==> src/rtl/regfile_dump_reader_pkg.sv <==
// Shared types and constants for the register-file dump reader.
// Default widths, derived counts and FSM state encoding.
package regfile_dump_reader_pkg;

  localparam int DEF_NB_DATA = 32;
  localparam int DEF_NB_ADDR = 5;
  localparam int DEF_NB_BYTE = 8;

  localparam int NB_BYTES_PER_WORD = DEF_NB_DATA / DEF_NB_BYTE;
  localparam int N_REGS = 2 ** DEF_NB_ADDR;

  localparam logic [2:0] ST_IDLE = 3'd0;
  localparam logic [2:0] ST_REQ  = 3'd1;
  localparam logic [2:0] ST_CAPT = 3'd2;
  localparam logic [2:0] ST_SEND = 3'd3;
  localparam logic [2:0] ST_DONE = 3'd4;

  typedef enum logic [2:0] {
    IDLE = ST_IDLE,
    REQ  = ST_REQ,
    CAPT = ST_CAPT,
    SEND = ST_SEND,
    DONE = ST_DONE
  } state_e;

endpackage

==> src/rtl/regfile_dump_reader_word_serializer.sv <==
// Splits one loaded word into bytes, MSB first, over valid/ready.
// last_o pulses in the cycle the final byte handshakes.
module regfile_dump_reader_word_serializer #(
  parameter int NB_DATA = 32,
  parameter int NB_BYTE = 8
) (
  input  logic               clk,
  input  logic               i_rst_n,
  input  logic               load_i,
  input  logic [NB_DATA-1:0] data_i,
  input  logic               ready_i,
  output logic               valid_o,
  output logic [NB_BYTE-1:0] byte_o,
  output logic               last_o
);

  localparam int NBPW = NB_DATA / NB_BYTE;
  localparam int NB_CNT = (NBPW > 1) ? $clog2(NBPW) : 1;

  logic [NB_DATA-1:0] shift_q, shift_d;
  logic [NB_CNT-1:0]  cnt_q, cnt_d;
  logic               valid_q, valid_d;

  always_comb begin
    shift_d = shift_q;
    cnt_d   = cnt_q;
    valid_d = valid_q;
    last_o  = 1'b0;
    if (load_i) begin
      shift_d = data_i;
      cnt_d   = '0;
      valid_d = 1'b1;
    end else if (valid_q && ready_i) begin
      shift_d = shift_q << NB_BYTE;
      cnt_d   = cnt_q + NB_CNT'(1);
      if (cnt_q == NB_CNT'(NBPW - 1)) begin
        valid_d = 1'b0;
        last_o  = 1'b1;
      end
    end
  end

  always_ff @(posedge clk or negedge i_rst_n) begin
    if (!i_rst_n) begin
      shift_q <= '0;
      cnt_q   <= '0;
      valid_q <= 1'b0;
    end else begin
      shift_q <= shift_d;
      cnt_q   <= cnt_d;
      valid_q <= valid_d;
    end
  end

  assign valid_o = valid_q;
  assign byte_o  = shift_q[NB_DATA-1 -: NB_BYTE];

endmodule

==> src/rtl/regfile_dump_reader.sv <==
// Walks every register address, reads each word and streams it
// out as big-endian bytes toward the debug UART transmitter.
module regfile_dump_reader
  import regfile_dump_reader_pkg::*;
#(
  parameter int NB_DATA = DEF_NB_DATA,
  parameter int NB_ADDR = DEF_NB_ADDR,
  parameter int NB_BYTE = DEF_NB_BYTE
) (
  input  logic               clk,
  input  logic               i_rst_n,
  input  logic               i_start,
  output logic               o_busy,
  output logic               o_done,
  output logic [NB_ADDR-1:0] o_rd_addr,
  input  logic [NB_DATA-1:0] i_rd_data,
  output logic [NB_BYTE-1:0] o_tx_data,
  output logic               o_tx_valid,
  input  logic               i_tx_ready
);

  state_e             st_q, st_d;
  logic [NB_ADDR-1:0] addr_q, addr_d;
  logic               load;
  logic               last;

  always_comb begin
    st_d   = st_q;
    addr_d = addr_q;
    load   = 1'b0;
    o_done = 1'b0;
    unique case (st_q)
      IDLE: begin
        if (i_start) begin
          st_d   = REQ;
          addr_d = '0;
        end
      end
      REQ:  st_d = CAPT;
      CAPT: begin
        load = 1'b1;
        st_d = SEND;
      end
      SEND: begin
        if (last) begin
          if (addr_q == '1) begin
            st_d = DONE;
          end else begin
            st_d   = REQ;
            addr_d = addr_q + NB_ADDR'(1);
          end
        end
      end
      DONE: begin
        o_done = 1'b1;
        // A start held through DONE chains straight into the next dump
        if (i_start) begin
          st_d   = REQ;
          addr_d = '0;
        end else begin
          st_d = IDLE;
        end
      end
      default: st_d = IDLE;
    endcase
  end

  always_ff @(posedge clk or negedge i_rst_n) begin
    if (!i_rst_n) begin
      st_q   <= IDLE;
      addr_q <= '0;
    end else begin
      st_q   <= st_d;
      addr_q <= addr_d;
    end
  end

  assign o_busy    = (st_q != IDLE);
  assign o_rd_addr = addr_q;

  regfile_dump_reader_word_serializer #(
    .NB_DATA (NB_DATA),
    .NB_BYTE (NB_BYTE)
  ) u_ser (
    .clk     (clk),
    .i_rst_n (i_rst_n),
    .load_i  (load),
    .data_i  (i_rd_data),
    .ready_i (i_tx_ready),
    .valid_o (o_tx_valid),
    .byte_o  (o_tx_data),
    .last_o  (last)
  );

endmodule

==> config.mk <==
export PLATFORM = sky130hd
export DESIGN_NAME = regfile_dump_reader
export DESIGN_NICKNAME = d
export VERILOG_FILES = /design/src/rtl/regfile_dump_reader_pkg.sv /design/src/rtl/regfile_dump_reader_word_serializer.sv /design/src/rtl/regfile_dump_reader.sv
export SDC_FILE = /design/constraint.sdc
export NUM_CORES = 1
export LEC_CHECK = 0
export ABC_AREA = 1
export BUFFER_PORTS_ARGS = -buffer_cell sky130_fd_sc_hd__buf_2
export CORE_ASPECT_RATIO = 0.7
export CORE_MARGIN = 2
export CORE_UTILIZATION = 56
export CTS_BUF_LIST = sky130_fd_sc_hd__clkbuf_4
export DETAILED_ROUTE_END_ITERATION = 8
export PLACE_DENSITY = 0.82
export SKIP_CTS_REPAIR_TIMING = 1
export SYNTH_ARGS = -nofsm -noshare
export SYNTH_HDL_FRONTEND = slang
export SYNTH_HIERARCHICAL = 1
export SYNTH_SLANG_ARGS = --single-unit
export TNS_END_PERCENT = 20
==> constraint.sdc <==
create_clock -name clk -period 2.25 [get_ports clk]
set_clock_uncertainty 0.2 [all_clocks]
set_input_delay 0.225 -clock clk [delete_from_list [all_inputs] [get_ports clk]]
set_output_delay 0.225 -clock clk [all_outputs]
set_load 0.01 [all_outputs]
==> flow_summary_export.csv, run 1 <==
group,metric,value,unit
outcome,status,"finished with violations",
outcome,violations,"negative hold slack",
finish,n_antenna_cell,0,
timing,tns,0,ps
timing,min_period,1900,ps
clock_tree,cts_buffers,5,
worst_setup_path,max_stage_delay,460,ps
drt,via_per_inst,4.95,
logic_synthesis,syn_inst,310,
drt,drc,0,
drt,routed-wl-met2,2310,um
drt,drt-met1-wl,2370,um
placement,dp_hpwl,3140,um
grt,antenna_found_initial,0,
logic_synthesis,seq_area_frac_synth,0.462,
finish,fin_area,2880,sq um
logic_synthesis,synth_fp_nets,349,
drt,wl_per_cell,11.4,um
finish,fin_util,0.730,
timing,setup_ws,354,ps
clock_tree,cts_tree,"yes",
clock_tree,clkSlewWorstSetupHoldPaths,130,ps
finish,fill_cells,319,
finish,fin_nets,419,
timing,final-setup-viol-count,0,
finish,drive_gt1_frac,0.207,
grt,grt.overflow.total,0,
worst_setup_path,critical_path_class,"flip-flop to flip-flop",
clock_tree,htreeDepth,2,
timing,rsz0062_at_grt,"no",
finish,final_cell_mix,"nand2_1, buf_2, dfrtp_1, nand3_1, dlygate4sd3_1",
grt,grt_pass1_vias,1749,
min_path,hold_path_class,"primary input to flip-flop",
worst_setup_path,timing.critical_path.buf_inv,1,
run,maxCapViolations,0,
power,vdd_drop_max,796,uV
worst_setup_path,cp_data_arrival_time,2000,ps
floorplanning,die_x,81.1,um
clock_tree,cts.path.max_buffers,2,
timing,fmax,527,MHz
timing,tightest_slew,385,ps
worst_setup_path,cpLargestDelayFamily,"simple AND/OR/NAND/NOR gates",
power,pwr_density_cell,1200,nW/um^2
placement,port-buffer-count,51,
worst_setup_path,crit_fanout,6,
floorplanning,ios,52,
placement,place_ws,357,ps
clock_tree,cts-root-buf,"clkbuf_4",
drt,ant_nets,0,
drt,wl,4960,um
logic_synthesis,yosys_warnings,6,
floorplanning,initial_core_util,0.590,
drt,route.met3.wl,214,um
worst_setup_path,critical-path-slowest-cell,"dfrtp_1",
timing,min_period_over_period,0.843,
grt,grt_max_degree,44,
worst_setup_path,required,2350,ps
floorplanning,die_h,58.0,um
grt,grt_pass1_wl,7650,um
finish,layout_commonest_cell,"nand2_1",
timing,slew_viol_final,0,
floorplanning,coreArea,3950,sq um
placement,placed_area,2500,sq um
floorplanning,rows,19,
logic_synthesis,syn_avg_cell_area,7.52,sq um
logic_synthesis,ys_types,21,
drt,maxUsedRoutingLayer,"met4",
clock_tree,clock-sinks,43,
power,power.leakage,1.63,nW
drt,dr.pass1.iters,4,
timing,max_slew_margin,0.742,
grt,grt_usage,0.213,
worst_setup_path,startpoint_type,"flip-flop",
floorplanning,die_area,4700,sq um
drt,drtIter0Drc,166,
clock_tree,worstSkewPairLatency,360,ps
logic_synthesis,netlist_area,2330,sq um
worst_setup_path,endpoint_kind,"flip-flop",
logic_synthesis,synth-seq-cells,43,
placement,gp_congestion,0.724,
timing,whs,-40.0,ps
worst_setup_path,worstPathCellList,"ha_1 > nand2_1 > nor2_1 > ha_1 > nand4_1 > nand2_2 > inv_2 > nand2_2 > nand2_1 > nand2_1",
timing,finalHoldViolations,4,
finish,area_growth,23.7,%
drt,vias,2143,
worst_setup_path,crit_top_cell,"nand2_1",
## metrics by stage
step	total power [W]	cells	hold slack (ps)
finish	0.00345	433	-40.0
floorplan	0.00272	310	-271
global placement	0.00288	395	15.4
CTS	0.00342	403	-377
detailed placement	0.00294	395	22.1
global route	0.00378	433	7.65
## power by group
part	total [W]	internal, W	switching, W
registers	0.00131	0.00110	0.000212
logic	0.00166	0.000610	0.00105
clock network	0.000481	0.000229	0.000253
## logic make-up after synthesis
kind of cell | count (synthesis) | share of synthesized area
AO/OA/AOI/OAI | 8 | 0.0172
flip-flops | 43 | 0.462
AND/OR/NAND/NOR | 221 | 0.397
buffers and inverters | 35 | 0.108
adder cells (fa/ha/maj) | 3 | 0.0161
## tightest hold or removal path: stages
cell	delay [ps]
buf_2	80
nand2_1	50
nand2_1	60
nand2_1	40
nand2_1	50
## Yosys cell counts (all sizes together)
master  instances  share of area
inv            13          0.025
o21ai           8          0.017
nor2           16          0.034
ha              3          0.016
nand3          32          0.069
nor3b           1         0.0032
buf            22          0.083
dfrtp          43           0.46
nor3            1         0.0021
nand2         169           0.28
nand4           2         0.0054
## worst paths after layout
| check | from | to | slack, ps | cells past startpoint |
|---|---|---|---|---|
| worst min register to register | u_ser/shift_q[6] | u_ser/shift_q[6] | 320 | 2 |
| min in group asynchronous | i_rst_n | u_ser/shift_q[29] | 170 | 3 |
| max in group asynchronous | i_rst_n | u_ser/shift_q[12] | 1480 | 3 |
| worst min-delay path | i_rd_data[10] | u_ser/shift_q[10] | -40 | 5 |
| worst max register to register | o_rd_addr[0] | o_rd_addr[1] | 350 | 10 |
| worst max-delay path | o_rd_addr[0] | o_rd_addr[1] | 350 | 10 |
## sequential cells by signal, summed over array words and instances (netlist names)
name / count
u_ser/valid_o: 1
u_ser/cnt_q: 2
st_q: 3
o_rd_addr: 5
u_ser/shift_q: 32
## routing by layer
layer  up-vias  global-route usage
met5         -                   0
met4         0              0.0799
met3         8              0.0467
met2        53               0.312
met1       978               0.313
li1       1104                   -
## final cells by class
cell class | count | area, sq um | area share
well taps | 52 | 65.1 | 0.0226
multi-input cells | 232 | 1010 | 0.350
clock inverters | 3 | 38.8 | 0.0135
inverters | 13 | 58.8 | 0.0204
repair buffers | 85 | 598 | 0.208
clock buffers | 5 | 37.5 | 0.0130
flip-flops and latches | 43 | 1080 | 0.373
Note: power is estimated with default switching activity, not from simulation.
==> run 2, diff against run 1 <==
==> constraint.sdc (replaced) <==
create_clock -name clk -period 1.9 [get_ports clk]
set_clock_uncertainty 0.2 [all_clocks]
set_input_delay 0.19 -clock clk [delete_from_list [all_inputs] [get_ports clk]]
set_output_delay 0.19 -clock clk [all_outputs]
set_load 0.01 [all_outputs]
==> run 2 against run 1 <==
  * The flow still finishes with violations (negative hold slack)
  * Count of clock-buffer cells in the layout is the same
  * Wire length grew 14%
  * Flip-flop and latch count is the same
  * Setup slack lost 310 ps
  * Cell count grew 2.5%
  * Clock power grew 19%
  * Sequential share of layout area shrank 1.5 points
  * Combinational power grew 33%
==> flow_summary_export.csv, run 2 (synthesized netlist as in run 1, its figures left out) <==
group,metric,value,unit
finish,fin_area,3000,sq um
drt,route.met3.wl,314,um
finish,layout_commonest_cell,"nand2_1",
placement,place_inst,398,
clock_tree,cts_buffers,5,
floorplanning,die_area,4700,sq um
clock_tree,clock-sinks,43,
worst_setup_path,reg2regPathDepth,10,
drt,maxUsedRoutingLayer,"met4",
finish,n_antenna_cell,0,
finish,final_cell_mix,"nand2_1, buf_2, dfrtp_1, dlygate4sd3_1, nand3_1",
drt,drt-met1-wl,2500,um
floorplanning,initial_core_util,0.590,
placement,gp_congestion,0.827,
min_path,hold_path_class,"primary input to flip-flop",
grt,antenna_found_initial,0,
floorplanning,ios,52,
worst_setup_path,startpoint_type,"flip-flop",
worst_setup_path,cp_data_arrival_time,1960,ps
power,clockPowerShare,0.133,
worst_setup_path,critical_path_class,"flip-flop to flip-flop",
timing,tightest_slew,515,ps
finish,largest_register,"u_ser/shift_q",
outcome,status,"finished with violations",
clock_tree,htreeDepth,2,
clock_tree,cts.path.max_buffers,2,
timing,min_period,1860,ps
grt,grt_pass1_wl,8210,um
worst_setup_path,required,2000,ps
finish,area_growth,28.9,%
worst_setup_path,rr_startpoint,"o_rd_addr[1]",
finish,drive_gt1_frac,0.235,
drt,drtIter0Drc,190,
timing,finalHoldViolations,1,
timing,fmax,538,MHz
timing,slew_viol_final,0,
power,switchingPower,0.00192,W
floorplanning,die_x,81.1,um
worst_setup_path,r2r-end,"o_rd_addr[4]",
placement,port-buffer-count,51,
placement,place_ws,73.3,ps
finish,fin_nets,430,
grt,grt_max_degree,35,
floorplanning,rows,19,
power,pwr_density_cell,1440,nW/um^2
placement,placed_area,2530,sq um
grt,grt_usage,0.230,
worst_setup_path,reg2reg_setup_slack,40,ps
finish,largest_reg_flops,32,
finish,fill_cells,307,
floorplanning,coreArea,3950,sq um
timing,final-setup-viol-count,0,
timing,max_slew_margin,0.656,
worst_setup_path,crit_fanout,5,
timing,setup_ws,42.0,ps
timing,min_period_over_period,0.978,
grt,grt_pass1_vias,1898,
grt,grt.overflow.total,0,
power,combPwrFrac,0.508,
clock_tree,cts_tree,"yes",
placement,dp_hpwl,3440,um
clock_tree,clkSlewWorstSetupHoldPaths,130,ps
power,vdd_drop_max,1030,uV
power,internal_power,0.00241,W
drt,via_per_inst,5.07,
finish,stdcell_count,444,
clock_tree,worstSkewPairLatency,360,ps
outcome,violations,"negative hold slack",
min_path,hold_depth,5,
drt,ant_nets,0,
drt,routed-wl-met2,2780,um
drt,wl_per_cell,12.7,um
run,maxCapViolations,0,
drt,dr.pass1.iters,5,
drt,wl,5650,um
worst_setup_path,endpoint_kind,"flip-flop",
power,p_seq_frac,0.359,
power,power.leakage,1.68,nW
drt,vias,2250,
drt,drc,0,
power,switching_share,0.444,
floorplanning,die_h,58.0,um
timing,whs,-2.67,ps
min_path,hold_start,"i_start",
clock_tree,cts-root-buf,"clkbuf_4",
min_path,min_to,"st_q[0]",
run 2: changes by cell type in the layout (fill, tap and decap cells not counted), sizes merged:
cell / change
dlygate4sd3: +3
buf: +8
run 2: metal layers:
layer / vias to the layer above / global-route usage
met5: - / 0
met4: 0 / 0.0847
met3: 7 / 0.0483
met2: 88 / 0.374
met1: 1043 / 0.306
li1: 1112 / -
run 2: worst max-delay path by stage:
stage                 startpoint           end  slack, ps  depth (start not counted)
CTS                      st_q[0]        o_done         20                          5
floorplan           o_rd_addr[0]  o_rd_addr[0]        230                         10
global route        o_rd_addr[1]  o_rd_addr[4]        -60                         10
global placement    o_rd_addr[0]  o_rd_addr[0]        100                         10
detailed placement  o_rd_addr[0]  o_rd_addr[2]         70                         10
finish              o_rd_addr[1]  o_rd_addr[4]         40                         10
run 2: worst max-delay path, stage by stage, from the launching register on:
cell and delay (ps):
dfrtp_1 440, ha_2 220, nand2_2 80, nor2_4 140, ha_2 190, nand4_1 140
nand2_2 150, inv_2 50, nand2_4 80, nand2_1 50, nand2_1 50
run 2: through the flow:
step / TNS, ps / total power [W] / hold slack (ps) / util
after floorplan: 0 / 0.00322 / -306 / -
final: 0 / 0.00433 / -2.67 / 0.761
after CTS: 0 / 0.00413 / -405 / 0.660
after global placement: 0 / 0.00346 / -9.11 / 0.640
after global routing: -266 / 0.00469 / 22.2 / 0.761
after detailed placement: 0 / 0.00354 / -5.54 / 0.640
run 2: cell type report:
class / count / area [sq um] / area share
Clock buffer: 5 / 37.5 / 0.0125
Tap cell: 52 / 65.1 / 0.0217
Sequential cell: 43 / 1080 / 0.359
Inverter: 13 / 58.8 / 0.0196
Timing Repair Buffer: 96 / 692 / 0.230
Multi-Input combinational cell: 232 / 1030 / 0.344
Clock inverter: 3 / 38.8 / 0.0129
run 2: power groups by stage:
| stage | clock [W] | combinational, W | sequential, W |
|---|---|---|---|
| floorplan | 0 | 0.00168 | 0.00154 |
| global placement | 0 | 0.00193 | 0.00153 |
| detailed placement | 0 | 0.00200 | 0.00155 |
| CTS | 0.000585 | 0.00201 | 0.00153 |
| global route | 0.000617 | 0.00247 | 0.00160 |
| finish | 0.000574 | 0.00220 | 0.00155 |
==> run 3, diff against run 2 <==
--- a/config.mk
+++ b/config.mk
@@ -12,10 +12,10 @@
 export CORE_UTILIZATION = 56
 export CTS_BUF_LIST = sky130_fd_sc_hd__clkbuf_4
 export DETAILED_ROUTE_END_ITERATION = 8
-export PLACE_DENSITY = 0.82
+export PLACE_DENSITY = 0.83
+export RECOVER_POWER = 25
 export SKIP_CTS_REPAIR_TIMING = 1
 export SYNTH_ARGS = -nofsm -noshare
 export SYNTH_HDL_FRONTEND = slang
-export SYNTH_HIERARCHICAL = 1
 export SYNTH_SLANG_ARGS = --single-unit
 export TNS_END_PERCENT = 20
==> run 3 against run 2 <==
  * The flow now finishes without violations
  * Register-to-register slack improved by 20 ps
  * Total power decreased by 10%
  * Sequential power rose by 5%
  * Clock power fell by 3%
  * Non-clock buffer count down 1
  * Via count is 10% lower
  * Utilization down 0.76 points
  * Synthesized cell count down 16%
  * Setup slack improved by 17 ps
  * Die area down 3.5%
  * Largest power group unchanged
==> flow_summary_export.csv, run 3 <==
group,metric,value,unit
outcome,status,"complete, no violations",
power,combPwrFrac,0.438,
finish,final_cell_mix,"nand2_1, nand3_1, buf_2, dfrtp_1, dlygate4sd3_1",
drt,wl_per_cell,12.8,um
finish,area_growth,30.2,%
grt,grt.overflow.total,0,
timing,tightest_slew,1120,ps
logic_synthesis,yosysMostFrequentCell,"nand2_1",
logic_synthesis,netlist_area,2240,sq um
placement,port-buffer-count,51,
worst_setup_path,cpLargestDelayFamily,"simple AND/OR/NAND/NOR gates",
power,p_seq_frac,0.418,
floorplanning,ios,52,
clock_tree,clock-sinks,43,
power,switchingPower,0.00160,W
drt,via_per_inst,5.15,
worst_setup_path,crit_top_cell,"nand2_1",
timing,rsz0062_at_grt,"yes",
grt,grt_usage,0.214,
grt,grt_max_degree,35,
logic_synthesis,ys_types,21,
floorplanning,rows,19,
logic_synthesis,syn_avg_cell_area,8.62,sq um
finish,largest_register,"u_ser.shift_q",
floorplanning,coreArea,3870,sq um
worst_setup_path,crit_fanout,6,
logic_synthesis,syn_inst,260,
clock_tree,clkSlewWorstSetupHoldPaths,120,ps
logic_synthesis,seq_area_frac_synth,0.480,
logic_synthesis,yosysTopAreaCell,"dfrtp_1",
clock_tree,cts_buffers,5,
clock_tree,htreeDepth,2,
finish,fin_nets,379,
timing,fmax,543,MHz
finish,fill_cells,276,
floorplanning,die_x,79.6,um
drt,vias,2025,
finish,layout_commonest_cell,"nand2_1",
worst_setup_path,max_stage_delay,430,ps
drt,ant_nets,0,
power,internal_power,0.00228,W
finish,multi_input_area,978,sq um
run,maxCapViolations,0,
floorplanning,initial_core_util,0.579,
timing,finalHoldViolations,0,
logic_synthesis,async_flop_share,1.00,
logic_synthesis,synthFlopType,"dfrtp_1",
placement,dp_hpwl,3280,um
power,switching_share,0.413,
finish,drive_gt1_frac,0.287,
finish,largest_reg_flops,32,
worst_setup_path,critical_path_class,"flip-flop to flip-flop",
power,vdd_drop_max,655,uV
worst_setup_path,required,1940,ps
power,power.leakage,1.49,nW
timing,min_period,1840,ps
timing,max_slew_margin,0.254,
clock_tree,cts.path.max_buffers,2,
worst_setup_path,worstPathCellList,"ha_2 > nand2_1 > nor2_2 > ha_1 > nand4_1 > nand2_2 > nor2_4 > nand2_1 > nand2_1",
logic_synthesis,synth_top_area_frac,0.480,
grt,antenna_found_initial,0,
drt,wl,5040,um
grt,grt_pass1_vias,1797,
timing,slew_viol_final,0,
timing,tns,0,ps
power,pwr_density_cell,1330,nW/um^2
power,clockPowerShare,0.143,
drt,drtIter0Drc,108,
min_path,hold_path_class,"primary input to flip-flop",
placement,gp_congestion,0.955,
logic_synthesis,synth_area_leaders,"dfrtp_1, nand3_1, nand2_1, nand3_2, buf_4",
timing,final-setup-viol-count,0,
clock_tree,cts-root-buf,"clkbuf_4",
finish,n_antenna_cell,0,
logic_synthesis,yosys_warnings,0,
floorplanning,die_h,56.9,um
worst_setup_path,cp_data_arrival_time,1880,ps
floorplanning,die_area,4530,sq um
logic_synthesis,synth_fp_nets,299,
logic_synthesis,synth_edf_count,0,
logic_synthesis,synth-seq-cells,43,
finish,fin_area,2920,sq um
timing,min_period_over_period,0.969,
drt,drc,0,
clock_tree,cts_tree,"yes",
logic_synthesis,synth_common_cells,"nand2_1, nand3_1, dfrtp_1",
placement,placed_area,2480,sq um
worst_setup_path,endpoint_kind,"flip-flop",
worst_setup_path,critical-path-slowest-cell,"dfrtp_1",
grt,grt_pass1_wl,7670,um
finish,seq_area,1080,sq um
clock_tree,worstSkewPairLatency,340,ps
worst_setup_path,startpoint_type,"flip-flop",
worst_setup_path,timing.critical_path.buf_inv,0,
drt,dr.pass1.iters,4,
## run 3: cell type report
| cell class | instances | area share |
|---|---|---|
| inverter | 12 | 0.0154 |
| sequential | 43 | 0.369 |
| multi-input combinational | 183 | 0.335 |
| clock inverter | 3 | 0.0133 |
| timing repair buffer | 95 | 0.232 |
| clock buffer | 5 | 0.0129 |
| tap | 52 | 0.0223 |
## run 3: path summary, 6_finish.rpt
check,start,depth (start not counted),slack [ps],endpoint
worst min register to register,u_ser.shift_q[5],2,310,u_ser.shift_q[5]
worst max-delay path,o_rd_addr[1],9,60,o_rd_addr[3]
min in group asynchronous,i_rst_n,2,370,u_ser.shift_q[3]
worst min-delay path,i_tx_ready,4,30,u_ser.valid_o
worst max register to register,o_rd_addr[1],9,60,o_rd_addr[3]
max in group asynchronous,i_rst_n,3,230,o_rd_addr[3]
## run 3: cell families (layout without fill, tap and decap cells)
family          after synthesis  in the layout  share of synthesized area
xor+xnor                      1              1                    0.00391
simple gates                170            170                      0.391
fa+ha+maj                     3              3                     0.0167
buf+inv                      34            115                     0.0871
flops                        43             43                      0.480
compound gates                9              9                     0.0218
## run 3: per-stage QoR
stage | hold slack (ps) | instances | util | worst slack (ps) | total power (W)
finish | 31.7 | 393 | 0.753 | 59.4 | 0.00388
global route | 21.3 | 393 | 0.753 | -71.4 | 0.00421
CTS | -410 | 356 | 0.659 | 1.41 | 0.00379
detailed placement | -28.3 | 348 | 0.639 | 22.8 | 0.00325
global placement | -35.0 | 348 | 0.639 | 142 | 0.00317
floorplan | -306 | 260 | - | 176 | 0.00292
## run 3: worst register-to-register path, stage by stage, from the launching register on
cell and delay (ps):
dfrtp_1 430, ha_2 200, nand2_1 70, nor2_2 120
ha_1 170, nand4_1 160, nand2_2 200, nor2_4 80
nand2_1 70, nand2_1 50
## run 3: power groups by stage
| stage | logic (W) | registers (W) | clock network [W] |
|---|---|---|---|
| after floorplan | 0.00133 | 0.00159 | 0 |
| after global placement | 0.00157 | 0.00161 | 0 |
| after detailed placement | 0.00161 | 0.00163 | 0 |
| after CTS | 0.00162 | 0.00161 | 0.000564 |
| after global routing | 0.00193 | 0.00167 | 0.000611 |
| final | 0.00170 | 0.00162 | 0.000555 |
## run 3: metal layers
layer	GRT usage	vias up	part of all wire
met2	0.330	63	0.47
met1	0.305	942	0.46
met4	0.0616	0	0.015
met5	0	-	0
li1	-	1012	-
met3	0.0506	8	0.052
